--- config.mk ---
export PLATFORM = sky130hd
export DESIGN_NAME = digit_split_seq
export DESIGN_NICKNAME = d
export VERILOG_FILES = /design/src/rtl/digit_split_pkg.sv /design/src/rtl/bcd_add3_row.sv /design/src/rtl/digit_split_seq.sv
export SDC_FILE = /design/constraint.sdc
export NUM_CORES = 1
export LEC_CHECK = 0
export CELL_PAD_IN_SITES_DETAIL_PLACEMENT = 1
export CELL_PAD_IN_SITES_GLOBAL_PLACEMENT = 1
export CORE_UTILIZATION = 44
export DETAILED_ROUTE_END_ITERATION = 7
export GPL_TIMING_DRIVEN = 0
export PLACE_DENSITY = 0.83
export SLEW_MARGIN = 40
export SYNTH_ARGS = -nofsm -noshare
export SYNTH_HDL_FRONTEND = slang
export SYNTH_HIERARCHICAL = 1
export SYNTH_SLANG_ARGS = --single-unit
--- constraint.sdc ---
create_clock -name clk -period 2.2 [get_ports clk]
set_input_delay 0.33 -clock clk [delete_from_list [all_inputs] [get_ports clk]]
set_output_delay 0.33 -clock clk [all_outputs]
set_load 0.01 [all_outputs]
--- src/rtl/digit_split_pkg.sv ---
// digit_split_pkg
// Shared types and helpers for the sequential binary-to-BCD splitter.
//   state_t     : converter FSM states (IDLE / CONV / DONE)
//   BLANK_DIGIT : code driven on a blanked leading-zero digit
//   cnt_width() : width of a counter that must hold 0..n-1 (never below 1)
package digit_split_pkg;

   typedef enum logic [1:0] {
      IDLE = 2'd0,
      CONV = 2'd1,
      DONE = 2'd2
   } state_t;

   localparam logic [3:0] BLANK_DIGIT = 4'hF;

   // $clog2(1) is 0, which would give a zero-width counter.
   function automatic int cnt_width(input int n);
      return (n > 1) ? $clog2(n) : 1;
   endfunction

endpackage

--- src/rtl/bcd_add3_row.sv ---
// bcd_add3_row
// One row of the shift-add-3 converter: every digit >= 5 gets +3 so that
// the following left shift carries correctly into the next decade.
//   din   : ND packed BCD digits, digit 0 in the LSBs
//   dout  : digits after the conditional +3
//   carry : MSB of the top digit after +3, i.e. the bit the next shift drops
module bcd_add3_row #(
   parameter int ND = 2
) (
   input  logic [ND*4-1:0] din,
   output logic [ND*4-1:0] dout,
   output logic            carry
);

   always_comb begin
      dout = '0;
      for (int d = 0; d < ND; d++) begin
         if (din[d*4 +: 4] >= 4'd5) dout[d*4 +: 4] = din[d*4 +: 4] + 4'd3;
         else                       dout[d*4 +: 4] = din[d*4 +: 4];
      end
   end

   assign carry = dout[ND*4-1];

endmodule

--- src/rtl/digit_split_seq.sv ---
// digit_split_seq
// Multi-channel sequential binary-to-BCD splitter, one input bit per clock.
//   clk, rst_n : clock (rising edge), asynchronous active-low reset
//   start      : conversion request, honoured only while idle
//   data_in    : CH channels of W bits, channel c = data_in[c*W +: W]
//   busy       : high from the accepting edge until done is raised
//   done       : one-cycle pulse, bcd_out/ovf refreshed on the same edge
//   bcd_out    : channel c digit d (d=0 units) = bcd_out[(c*ND+d)*4 +: 4]
//   ovf        : bit c set when channel c value >= 10^ND
// Handshake: start is a level sampled on each edge while idle; there is no
// queuing, so a request raised while busy is dropped and must be re-issued.
module digit_split_seq
   import digit_split_pkg::*;
#(
   parameter int CH  = 2,
   parameter int W   = 8,
   parameter int ND  = 2,
   parameter int LZB = 0
) (
   input  logic               clk,
   input  logic               rst_n,
   input  logic               start,
   input  logic [CH*W-1:0]    data_in,
   output logic               busy,
   output logic               done,
   output logic [CH*ND*4-1:0] bcd_out,
   output logic [CH-1:0]      ovf
);

   localparam int CW = cnt_width(W);
   localparam int HW = cnt_width(CH);
   localparam int IW = cnt_width(CH*W);
   localparam int BW = ND*4;

   state_t             state, state_nxt;
   logic [CH*W-1:0]    data_lat;
   logic [CW-1:0]      cnt;
   logic [HW-1:0]      ch;
   logic [BW-1:0]      scr;
   logic               sticky;
   logic [CH*BW-1:0]   stg_bcd;
   logic [CH-1:0]      stg_ovf;
   logic [BW-1:0]      a3;
   logic               a3_c;
   logic [BW-1:0]      shifted;
   logic [IW-1:0]      bit_idx;
   logic               last_bit;
   logic               last_ch;
   logic [CH*BW-1:0]   shown;

   // The latched word is read in place, MSB first, instead of being copied
   // into a per-channel shift register.
   assign bit_idx  = IW'(ch) * IW'(W) + IW'(cnt);
   assign last_bit = (cnt == '0);
   assign last_ch  = (ch == HW'(CH-1));
   assign busy     = (state != IDLE);

   bcd_add3_row #(.ND(ND)) u_add3 (
      .din   (scr),
      .dout  (a3),
      .carry (a3_c)
   );

   assign shifted = {a3[BW-2:0], data_lat[bit_idx]};

   // State register
   always_ff @(posedge clk or negedge rst_n) begin
      if (!rst_n) state <= IDLE;
      else        state <= state_nxt;
   end

   // Next-state logic
   always_comb begin
      state_nxt = state;
      case (state)
         IDLE:    if (start) state_nxt = CONV;
         CONV:    if (last_bit && last_ch) state_nxt = DONE;
         DONE:    state_nxt = IDLE;
         default: state_nxt = IDLE;
      endcase
   end

   // Leading-zero blanking. An overflowed channel is shown unblanked so the
   // wrapped value is not mistaken for a small in-range one.
   always_comb begin
      logic lead;
      lead  = 1'b0;
      shown = stg_bcd;
      if (LZB != 0) begin
         for (int c = 0; c < CH; c++) begin
            lead = !stg_ovf[c];
            for (int d = ND-1; d >= 1; d--) begin
               if (lead && (stg_bcd[(c*ND+d)*4 +: 4] == 4'd0))
                  shown[(c*ND+d)*4 +: 4] = BLANK_DIGIT;
               else
                  lead = 1'b0;
            end
         end
      end
   end

   // Datapath
   always_ff @(posedge clk or negedge rst_n) begin
      if (!rst_n) begin
         data_lat <= '0;
         cnt      <= '0;
         ch       <= '0;
         scr      <= '0;
         sticky   <= 1'b0;
         stg_bcd  <= '0;
         stg_ovf  <= '0;
         bcd_out  <= '0;
         ovf      <= '0;
         done     <= 1'b0;
      end else begin
         done <= (state == DONE);
         case (state)
            IDLE: begin
               if (start) begin
                  data_lat <= data_in;
                  ch       <= '0;
                  cnt      <= CW'(W-1);
                  scr      <= '0;
                  sticky   <= 1'b0;
               end
            end
            CONV: begin
               scr    <= shifted;
               sticky <= sticky | a3_c;
               cnt    <= cnt - 1'b1;
               if (last_bit) begin
                  stg_bcd[ch*BW +: BW] <= shifted;
                  stg_ovf[ch]          <= sticky | a3_c;
                  if (!last_ch) begin
                     ch     <= ch + 1'b1;
                     cnt    <= CW'(W-1);
                     scr    <= '0;
                     sticky <= 1'b0;
                  end
               end
            end
            DONE: begin
               bcd_out <= shown;
               ovf     <= stg_ovf;
            end
            default: ;
         endcase
      end
   end

endmodule

# --- Word level (Yosys, flattened, before mapping) ---
# Cells that the tools add are included.
op_classes:
  add_sub_neg: 6
  multipliers: 0
  div_mod_pow: 0
  n_lt_le_gt_ge: 5
  eq_ne: 5
  shift: 2
  muxes: 26
  bitwise: 1
  reduce_logical: 11
op_table:
  columns: ["operator", "n"]
  rows:
  - ["negation 4 -> 34 bit", 1]
  - ["variable shift 8 x 34 -> 16 bit, first input constant", 1]
  - ["variable part select 8 x 34 -> 16 bit", 1]
  - ["2-to-1 mux 8 bit", 3]
  - ["bitwise mux 16 bit", 1]
  - ["case mux 8 bit (2 select lines)", 1]
  - ["2-to-1 mux 3 bit", 3]
  - ["adder 4 x 2 -> 4 bit, second input constant", 2]
  - ["greater-or-equal comparator 4 x 3 -> 1 bit, second input constant", 2]
  - ["2-to-1 mux 4 bit", 2]
  - ["AND reduction 2 bit", 4]
  - ["2-to-1 mux 1 bit", 7]
  - ["!= test 2 bit, second input constant", 3]
  - ["case mux 3 bit (2 select lines)", 1]
  - ["< comparator 4 x 5 -> 1 bit, second input constant", 1]
  - ["adder 4 x 3 -> 4 bit", 1]
  - ["binary-select mux 1 bit (select 4 bit)", 1]
  - ["2-to-1 mux 2 bit", 2]
  - ["case mux 1 bit (2 select lines)", 2]
  - ["case mux 2 bit (2 select lines)", 1]
  - ["nonzero test 2 bit", 2]
  - ["zero test 3 bit", 1]
  - ["AND reduction 3 bit", 1]
  - ["subtractor 3 x 1 -> 3 bit, second input constant", 1]
  - ["10 further kinds", 11]
totals:
  register_bits: 68
  latch_bits: 0
  ram_bits: 0
  rom_bits: 0
  output_inout_bits: 20
  memories: 0

# --- Logic depth before layout (Yosys ltp) ---
# Gate-level depths: netlist of the first run.
depth:
  ltp_word: 6
  depth_mapped: 8
  mapped_depth_nobuf: 7

# --- Cells and area by module ---
# Netlist of the first run, hierarchy kept.
modules_own_cells:
  columns: ["module", "n_inst", "cells_per_inst", "area_per_inst_um2", "seq_area_each_um2"]
  rows:
  - ["digit_split_seq", 1, 188, 2738.9, 1701.6]
  - ["bcd_add3_row", 1, 33, 210.2, 0.0]

# --- Worst setup path before layout of the first run ---
# Ideal clock, no wire load.
synth_timing:
  path_kind: "register -> register"
  start: "register cnt[0]"
  end: "register stg_bcd[2], in the netlist shown[2]"
  setup_time_ps: 125
  arrival_time_ps: 1609
  slack_ps: 467
  path_stages_with_launch: 8
  period_less_slack_ps: 1733
  path_cell_list: "dfrtp_1 buf_6 inv_1 ha_1 nand2b_1 nor3b_1 buf_4 mux2_2"
synth_between:
  elab_chain_cells: 5
  elab_cells_between_ends: 7
  classes_between: "1 x add/sub; 1 x shift; 3 x mux; 2 x reduce/logical"
synth_rtl:
  columns: ["element", "line_no", "text"]
  rows:
  - ["start, declared", "digit_split_seq.sv:37", "logic [CW-1:0] cnt;"]
  - ["start signal, assigned", "digit_split_seq.sv:122", "cnt <= CW'(W-1);"]
  - ["start signal, assigned", "digit_split_seq.sv:130", "cnt <= cnt - 1'b1;"]
  - ["start signal, assigned", "digit_split_seq.sv:136", "cnt <= CW'(W-1);"]
  - ["adder 4 x 3 -> 4 bit", "digit_split_seq.sv:53", "assign bit_idx = IW'(ch) * IW'(W) + IW'(cnt);"]
  - ["binary-select mux 1 bit (select 4 bit)", "digit_split_seq.sv:64", "assign shifted = {a3[BW-2:0], data_lat[bit_idx]};"]
  - ["2-to-1 mux 1 bit (not written as such)", "digit_split_seq.sv:64", null]
  - ["variable part select 8 x 34 -> 16 bit", "digit_split_seq.sv:132", "stg_bcd[ch*BW +: BW] <= shifted;"]
  - ["bitwise mux 16 bit", "digit_split_seq.sv:132", null]
  - ["end signal, assigned by index", "digit_split_seq.sv:132", null]
  - ["end, declared", "digit_split_seq.sv:41", "logic [CH*BW-1:0] stg_bcd;"]
# Parallel ways exist; a longest one is shown, timed or not. The select of a mux whose other input is x is not followed.
# A chain may end at the register's enable or synchronous reset.

# --- Final worst setup path of the first run ---
layout_timing:
  start: "register cnt[0]"
  end: "register stg_bcd[6], in the netlist shown[6]"
# Same word-level chain as after synthesis.

==> qor.txt, run 1 <==
Fin. Hold Viols: 0
sequential share of power: 0.395
Mapped Nets: 245
Sw Share: 0.3270
P_sw: 1735 µW
mapped cell area: 2942 µm²
final WL: 6.094 mm
Die Y: 83.77 µm
Post-Synthesis Cells: 220
Yosys warnings: 6
wire per inst: 17.26 µm
clock slew at reported path FFs: 80 ps
CTS tree: yes
clock buffers created by TritonCTS: 9
crit-path max FO: 10
maxcap violations: 0
Layout Skew: 8.468 ps
clk root buf: clkbuf_8
die area: 7017 µm²
Worst Tran Pin Value: 536.7 ps
worst hold margin: 431.7 ps
f_max: 0.5012 GHz
Layout Area Growth over Synthesis: 25.44%
Mean Syn Cell Area: 13.37 µm²
Post-route DRC: 0
placed inst area: 3440 µm²
clock buffer depth: 2
Detail Route Antenna Nets: 0
clock sink count: 68
CORE AREA: 6386 µm²
drt pass-1 iters: 4
GRT overflow: 0
HPWL Detailed: 4.280 mm
Peak VDD IR: 727.5 µV
final core area utilization: 0.5778
# setup viols final: 0
RePlAce Congestion: 0.7208
crit end category: register
GR Util met2: 0.3237
Initial Utilization: 0.4606
largest net degree at the start of global routing: 36
Gate power share: 0.372
static leakage: 0.001698 µW
initial DRC count: 72
via count: 1858
layout cell share with drive strength beyond 1: 0.2826
vias in the first global route: 2041
RSZ-0062 raised after global routing: false
CTS H-tree lvls: 3
Final Cell Area: 3690 µm²
met1 GRT Util: 0.2587
I/O pin cnt: 39
Final TNS setup: 0 ps
worst path arrival time: 2230 ps
clk_lat worst skew: 340 ps
Die Width: 83.77 µm
row cnt: 29
Max Transition Viols Final: 0
post-cts resize count: 0
Hold Path Class: primary input to asynchronous set/reset pin
Crit path required time: 2430 ps
Via density: 5.263
status: finished, final reports clean
Port Buf Inserts: 38
Power Density: 1438 nW/µm²
first-pass GRT wire length: 10.52 mm
final net count: 296
Tmin final: 1995 ps
GR Util All Layers: 0.1983
GRT busiest layer: met2
P_int: 3570 µW
CP Launch Type: register
Clk network pwr share: 0.233
Slew HR: 0.6422
grt met3 use: 0.03363
Period Utilization, post-route: 0.9069
initial antenna violation count: 0
ant diodes: 0
critical path type: register to register
-- per-stage QoR --
| step | worst slack, ps | total power [µW] | std cells |
|---|---|---|---|
| 2_1_floorplan | 466.7 | 3414 | 220 |
| 3_3_place_gp | -1502 | 3938 | 335 |
| 3_5_place_dp | 69.84 | 4091 | 336 |
| 4_1_cts | 193.2 | 5361 | 353 |
| 5_1_grt | 53.88 | 5667 | 353 |
| 6_report | 204.7 | 5305 | 353 |
-- state kept, by name, indices dropped and copies added (netlist names), 2 cells and up --
register  cells
state         2
cnt           3
scr           8
stg_ovf       2
ovf           2
shown        16
bcd_out      16
data_lat     16
-- layer usage --
metal / vias to the layer above / part of all wire
met4: 0 / 0.021
met5: - / 0
met2: 29 / 0.51
li1: 869 / -
met3: 12 / 0.021
met1: 948 / 0.45
-- power by group through the flow --
stage / logic [µW] / registers, µW / clock network (µW)
6_report: 1980 / 2100 / 1230
4_1_cts: 2000 / 2100 / 1260
5_1_grt: 2180 / 2180 / 1310
2_1_floorplan: 1370 / 2050 / 0
3_3_place_gp: 1860 / 2080 / 0
3_5_place_dp: 1970 / 2120 / 0
-- placed cells by master (no fill, tap or decap), types with 2 or more instances in the layout --
| cell | n |
|---|---|
| dfrtp_1 | 68 |
| o21ai_0 | 7 |
| xnor2_1 | 2 |
| a22o_1 | 8 |
| nand3_1 | 4 |
| clkbuf_8 | 9 |
| mux4_2 | 2 |
| clkdlybuf4s50_1 | 37 |
| nand2b_1 | 8 |
| buf_6 | 3 |
| clkbuf_1 | 2 |
| buf_2 | 4 |
| a21oi_2 | 2 |
| ha_1 | 6 |
| a21oi_1 | 2 |
| bufinv_16 | 3 |
| nand2_1 | 15 |
| mux2_2 | 48 |
| nor2_1 | 6 |
| clkinvlp_4 | 3 |
| o21a_1 | 2 |
| nor2b_1 | 3 |
| inv_1 | 10 |
| o21ai_1 | 2 |
| mux2i_1 | 7 |
-- worst max-delay path: stages, from the launching register on --
cell	delay, ps
dfrtp_1	380
buf_6	140
inv_1	110
ha_1	170
nand2b_1	100
nor3b_1	340
buf_4	280
mux2_2	350
-- final cells by class --
type,count,area (µm²)
Buffer,8,53.80
Multi-Input combinational cell,134,1149
Clock inverter,6,112.6
Inverter,10,37.54
Sequential cell,68,1702
Fill cell,648,2696
Tap cell,77,96.34
Timing Repair Buffer,40,411.6
Clock buffer,10,127.6
-- final timing paths --
path	startpoint	to	slack, ps	cells past startpoint
hold reg to reg	stg_ovf[1]	stg_ovf[1]	490	2
setup reg to reg	cnt[0]	shown[6]	200	7
max in group asynchronous	rst_n	data_lat[5]	1280	3
setup / recovery	cnt[0]	shown[6]	200	7
hold / removal	rst_n	data_lat[11]	430	2
min in group clk	stg_ovf[1]	stg_ovf[1]	490	2
-- what timing repair did --
action	in CTS	in global routing
setup buffers	0	0
hold buffers	1	0
endpoints found under the hold margin	34	0
Power figures use the tool's default switching activity.
==> run 2: changes to the inputs <==
CORE_UTILIZATION = 48   (was 44)
PLACE_DENSITY = 0.89   (was 0.83)
clock period = 2.4 ns   (was 2.2 ns; I/O delays follow)
==> qor.txt, run 2 (same netlist as run 1, synthesis figures left out) <==
Hold Path Class: primary input to asynchronous set/reset pin
most frequent cells in the layout: dfrtp_1 (68), mux2_2 (48), clkdlybuf4s50_1 (37)
I/O pin cnt: 39
clock buffers created by TritonCTS: 9
leading cell type in the layout, fill and taps excluded: dfrtp_1
Layout Skew: 9.221 ps
RSZ-0062 raised after global routing: false
first-pass GRT wire length: 11.23 mm
post-cts resize count: 0
via count: 2000
Largest delay share family, worst path: buffers and inverters
Post-CTS Setup Bufs: 0
Crit path required time: 2630 ps
largest net degree at the start of global routing: 51
clock slew at reported path FFs: 70 ps
clk root buf: clkbuf_8
layout cell share with drive strength beyond 1: 0.2764
final net count: 296
drt pass-1 iters: 6
static leakage: 0.001682 µW
crit end category: register
placed inst area: 3445 µm²
Post-route DRC: 0
Max Transition Viols Final: 0
CP bufs+invs: 3
CP Launch Type: register
Final Cell Area: 3623 µm²
RR Endpoint: shown[6]
vias in the first global route: 2157
Power Density: 1291 nW/µm²
GRT overflow: 0
Crit path largest cell delay: 370 ps
Layout Area Growth over Synthesis: 23.18%
final WL: 7.032 mm
Crit. Startpoint: cnt[0]
Worst Tran Pin Value: 536.8 ps
clock sink count: 68
clk_lat worst skew: 350 ps
GR Util All Layers: 0.2467
CORE AREA: 5921 µm²
CTS H-tree lvls: 3
worst reg-to-reg setup slack: 400 ps
worst r2r src: cnt[0]
Port Buf Inserts: 38
wire per inst: 20.09 µm
Via density: 5.714
Fin. Hold Viols: 0
maxcap violations: 0
Die Width: 80.29 µm
Initial Utilization: 0.4968
HPWL Detailed: 4.959 mm
critical path type: register to register
status: finished, final reports clean
Detail Route Antenna Nets: 0
R2R cell count: 7
Die Y: 80.29 µm
worst path arrival time: 2230 ps
final core area utilization: 0.6120
crit-path max FO: 10
initial DRC count: 162
RePlAce Congestion: 0.7822
worst hold margin: 414.3 ps
ant diodes: 0
f_max: 0.5002 GHz
clock buffer depth: 2
Slew HR: 0.6421
Cell Chain, Critical Path: buf_6, inv_1, ha_1, nand2b_1, nor3b_1, buf_4, mux2_2
initial antenna violation count: 0
slowest cell on the critical path: dfrtp_1
Peak VDD IR: 630.5 µV
Period Utilization, post-route: 0.8329
CTS tree: yes
row cnt: 28
die area: 6446 µm²
# setup viols final: 0
Tmin final: 1999 ps
-- run 2: cell count changes in the layout (fill, tap and decap cells not counted) --
cell	previous run	this run
clkbuf_8	9	11
buf_16	0	1
clkinvlp_4	3	0
clkbuf_1	2	3
buf_12	1	0
bufinv_16	3	0
clkinv_2	0	2
-- run 2: report_power, final --
| group | leakage [µW] | switching, µW | internal, µW |
|---|---|---|---|
| Combinational | 0.000726 | 903 | 981 |
| Clock | 0.0000893 | 407 | 423 |
| Sequential | 0.000867 | 360 | 1600 |
| Total | 0.00168 | 1670 | 3010 |
-- run 2: area by class of cell --
type                            count  area [µm²]
Clock buffer                       13       158.9
Multi-Input combinational cell    134        1149
Inverter                           10       37.54
Buffer                              8       53.80
Timing Repair Buffer               40       419.2
Sequential cell                    68        1702
Fill cell                         605        2297
Clock inverter                      2       10.01
Tap cell                           75       93.84
-- run 2: worst max-delay path by stage --
stage	to	slack, ps	cells after the start
after floorplan	shown[2]	670	7
after global placement	shown[2]	-1270	1
after detailed placement	data_lat[7]	250	5
after CTS	shown[5]	400	7
after global routing	shown[5]	240	7
final	shown[6]	400	7
-- run 2: stage by stage --
| step | setup TNS [ps] | worst slack, ps | power, µW | cells |
|---|---|---|---|---|
| 2_1_floorplan | 0 | 666.7 | 3129 | 220 |
| 3_3_place_gp | -86360 | -1274 | 3605 | 333 |
| 3_5_place_dp | 0 | 250.1 | 3832 | 334 |
| 4_1_cts | 0 | 401.3 | 4699 | 350 |
| 5_1_grt | 0 | 236.7 | 4939 | 350 |
| 6_report | 0 | 400.9 | 4678 | 350 |
-- run 2: metal layers --
layer  up-vias  track usage  part of all wire  wire length, µm
met3        32      0.04773             0.031              215
met4         0       0.1821             0.065              459
met5         -            0                 0                0
met2        77       0.4009              0.49             3476
met1      1013       0.2899              0.41             2881
li1        878            -                 -                -
-- run 2: timing repair --
item                                    in CTS  in global routing
endpoints found under the hold margin       18                  0
hold buffers                                 1                  0
endpoints found under the setup margin       0                  0
==> run 3: changes to the inputs <==
CORE_UTILIZATION = 44   (was 48)
PLACE_DENSITY = 0.83   (was 0.89)
clock period = 2.1 ns   (was 2.4 ns; I/O delays follow)
==> qor.txt, run 3 (same netlist as run 1, synthesis figures left out) <==
static leakage: 0.001700 µW
clock slew at reported path FFs: 80 ps
vias in the first global route: 2041
die area: 7017 µm²
row cnt: 29
crit path capture: shown[6]
clock buffers created by TritonCTS: 9
Layout Area Growth over Synthesis: 25.61%
wire per inst: 17.29 µm
Detail Route Antenna Nets: 0
CTS tree: yes
Die Width: 83.77 µm
drt pass-1 iters: 3
via count: 1843
Period Utilization, post-route: 0.9040
final core area utilization: 0.5786
sequential share of power: 0.395
R2R cell count: 7
CP Launch Type: register
Slew HR: 0.6452
worst reg-to-reg setup slack: 200 ps
Via density: 5.221
Clk network pwr share: 0.233
Port Buf Inserts: 38
Post-route DRC: 0
clock sink count: 68
Max Transition Viols Final: 0
Peak VDD IR: 762.1 µV
maxcap violations: 0
P_sw: 1818 µW
placed inst area: 3440 µm²
I/O pin cnt: 39
first-pass GRT wire length: 10.52 mm
most frequent cells in the layout: dfrtp_1 (68), mux2_2 (48), clkdlybuf4s50_1 (37)
largest net degree at the start of global routing: 36
Worst Tran Pin Value: 532.3 ps
Gate power share: 0.372
P_int: 3742 µW
Die Y: 83.77 µm
initial DRC count: 94
Hold Path Class: primary input to asynchronous set/reset pin
Crit. Startpoint: cnt[0]
Final Cell Area: 3695 µm²
RSZ-0062 raised after global routing: false
clk_lat worst skew: 350 ps
worst path arrival time: 2130 ps
layout cell share with drive strength beyond 1: 0.2862
HPWL Detailed: 4.280 mm
crit-path max FO: 10
# setup viols final: 0
Initial Utilization: 0.4606
worst hold margin: 415.9 ps
initial antenna violation count: 0
status: finished, final reports clean
ant diodes: 0
final WL: 6.103 mm
Sw Share: 0.3269
crit end category: register
Tmin final: 1898 ps
GRT overflow: 0
CTS H-tree lvls: 3
CORE AREA: 6386 µm²
clock buffer depth: 2
RePlAce Congestion: 0.7208
Post-CTS Setup Bufs: 0
Power Density: 1505 nW/µm²
critical path type: register to register
leading cell type in the layout, fill and taps excluded: dfrtp_1
Crit path required time: 2330 ps
f_max: 0.5268 GHz
Fin. Hold Viols: 0
Layout Skew: 8.808 ps
RR Endpoint: shown[6]
clk root buf: clkbuf_8
GR Util All Layers: 0.1983
worst r2r src: cnt[0]
final net count: 296
run 3: stage by stage:
step	setup TNS, ps	setup WS (ps)	cells	total power, µW
CTS	0	93.15	353	5616
finish	0	201.7	353	5559
detailed placement	-49.32	-15.16	336	4286
floorplan	0	366.7	220	3576
global placement	-107740	-1587	335	4126
global route	0	57.07	353	5940
run 3: worst min-delay path by stage:
stage                   endpoint  slack, ps       start  cells after the start
floorplan             bcd_out[0]         20       rst_n                      0
global placement      stg_ovf[1]        460  stg_ovf[1]                      2
detailed placement  data_lat[11]        230       rst_n                      1
CTS                 data_lat[11]        420       rst_n                      2
global route        data_lat[11]        450       rst_n                      2
finish              data_lat[11]        420       rst_n                      2
run 3: what timing repair did:
action                     in CTS  in global routing
hold buffers                    1                  0
gates resized for setup         0                  1
setup endpoints to repair       0                  6
hold endpoints to repair       34                  0
run 3: power by group through the flow:
stage	Sequential [µW]	Clock, µW	Combinational, µW
after floorplan	2140	0	1430
after global placement	2180	0	1950
after detailed placement	2220	0	2070
after CTS	2200	1320	2090
after global routing	2280	1380	2280
final	2200	1290	2070
run 3: cell type report:
type                            instances  area [µm²]
Buffer                                  8       53.80
Clock buffer                           10       127.6
Clock inverter                          6       112.6
Fill cell                             647        2691
Inverter                               10       37.54
Multi-Input combinational cell        134        1154
Sequential cell                        68        1702
Tap cell                               77       96.34
Timing Repair Buffer                   40       411.6
run 3: critical path, cell delays in order, from the launching register on:
cell,delay (ps)
dfrtp_1,380
buf_6,140
inv_1,110
ha_1,170
nand2b_1,110
nor3b_2,260
buf_4,260
mux2_2,350
run 3: layer usage:
layer  routed length (µm)  global-route usage
met5                    0                   0
met4                  128             0.09245
met3                  113             0.03363
met2                 3093              0.3237
met1                 2768              0.2587
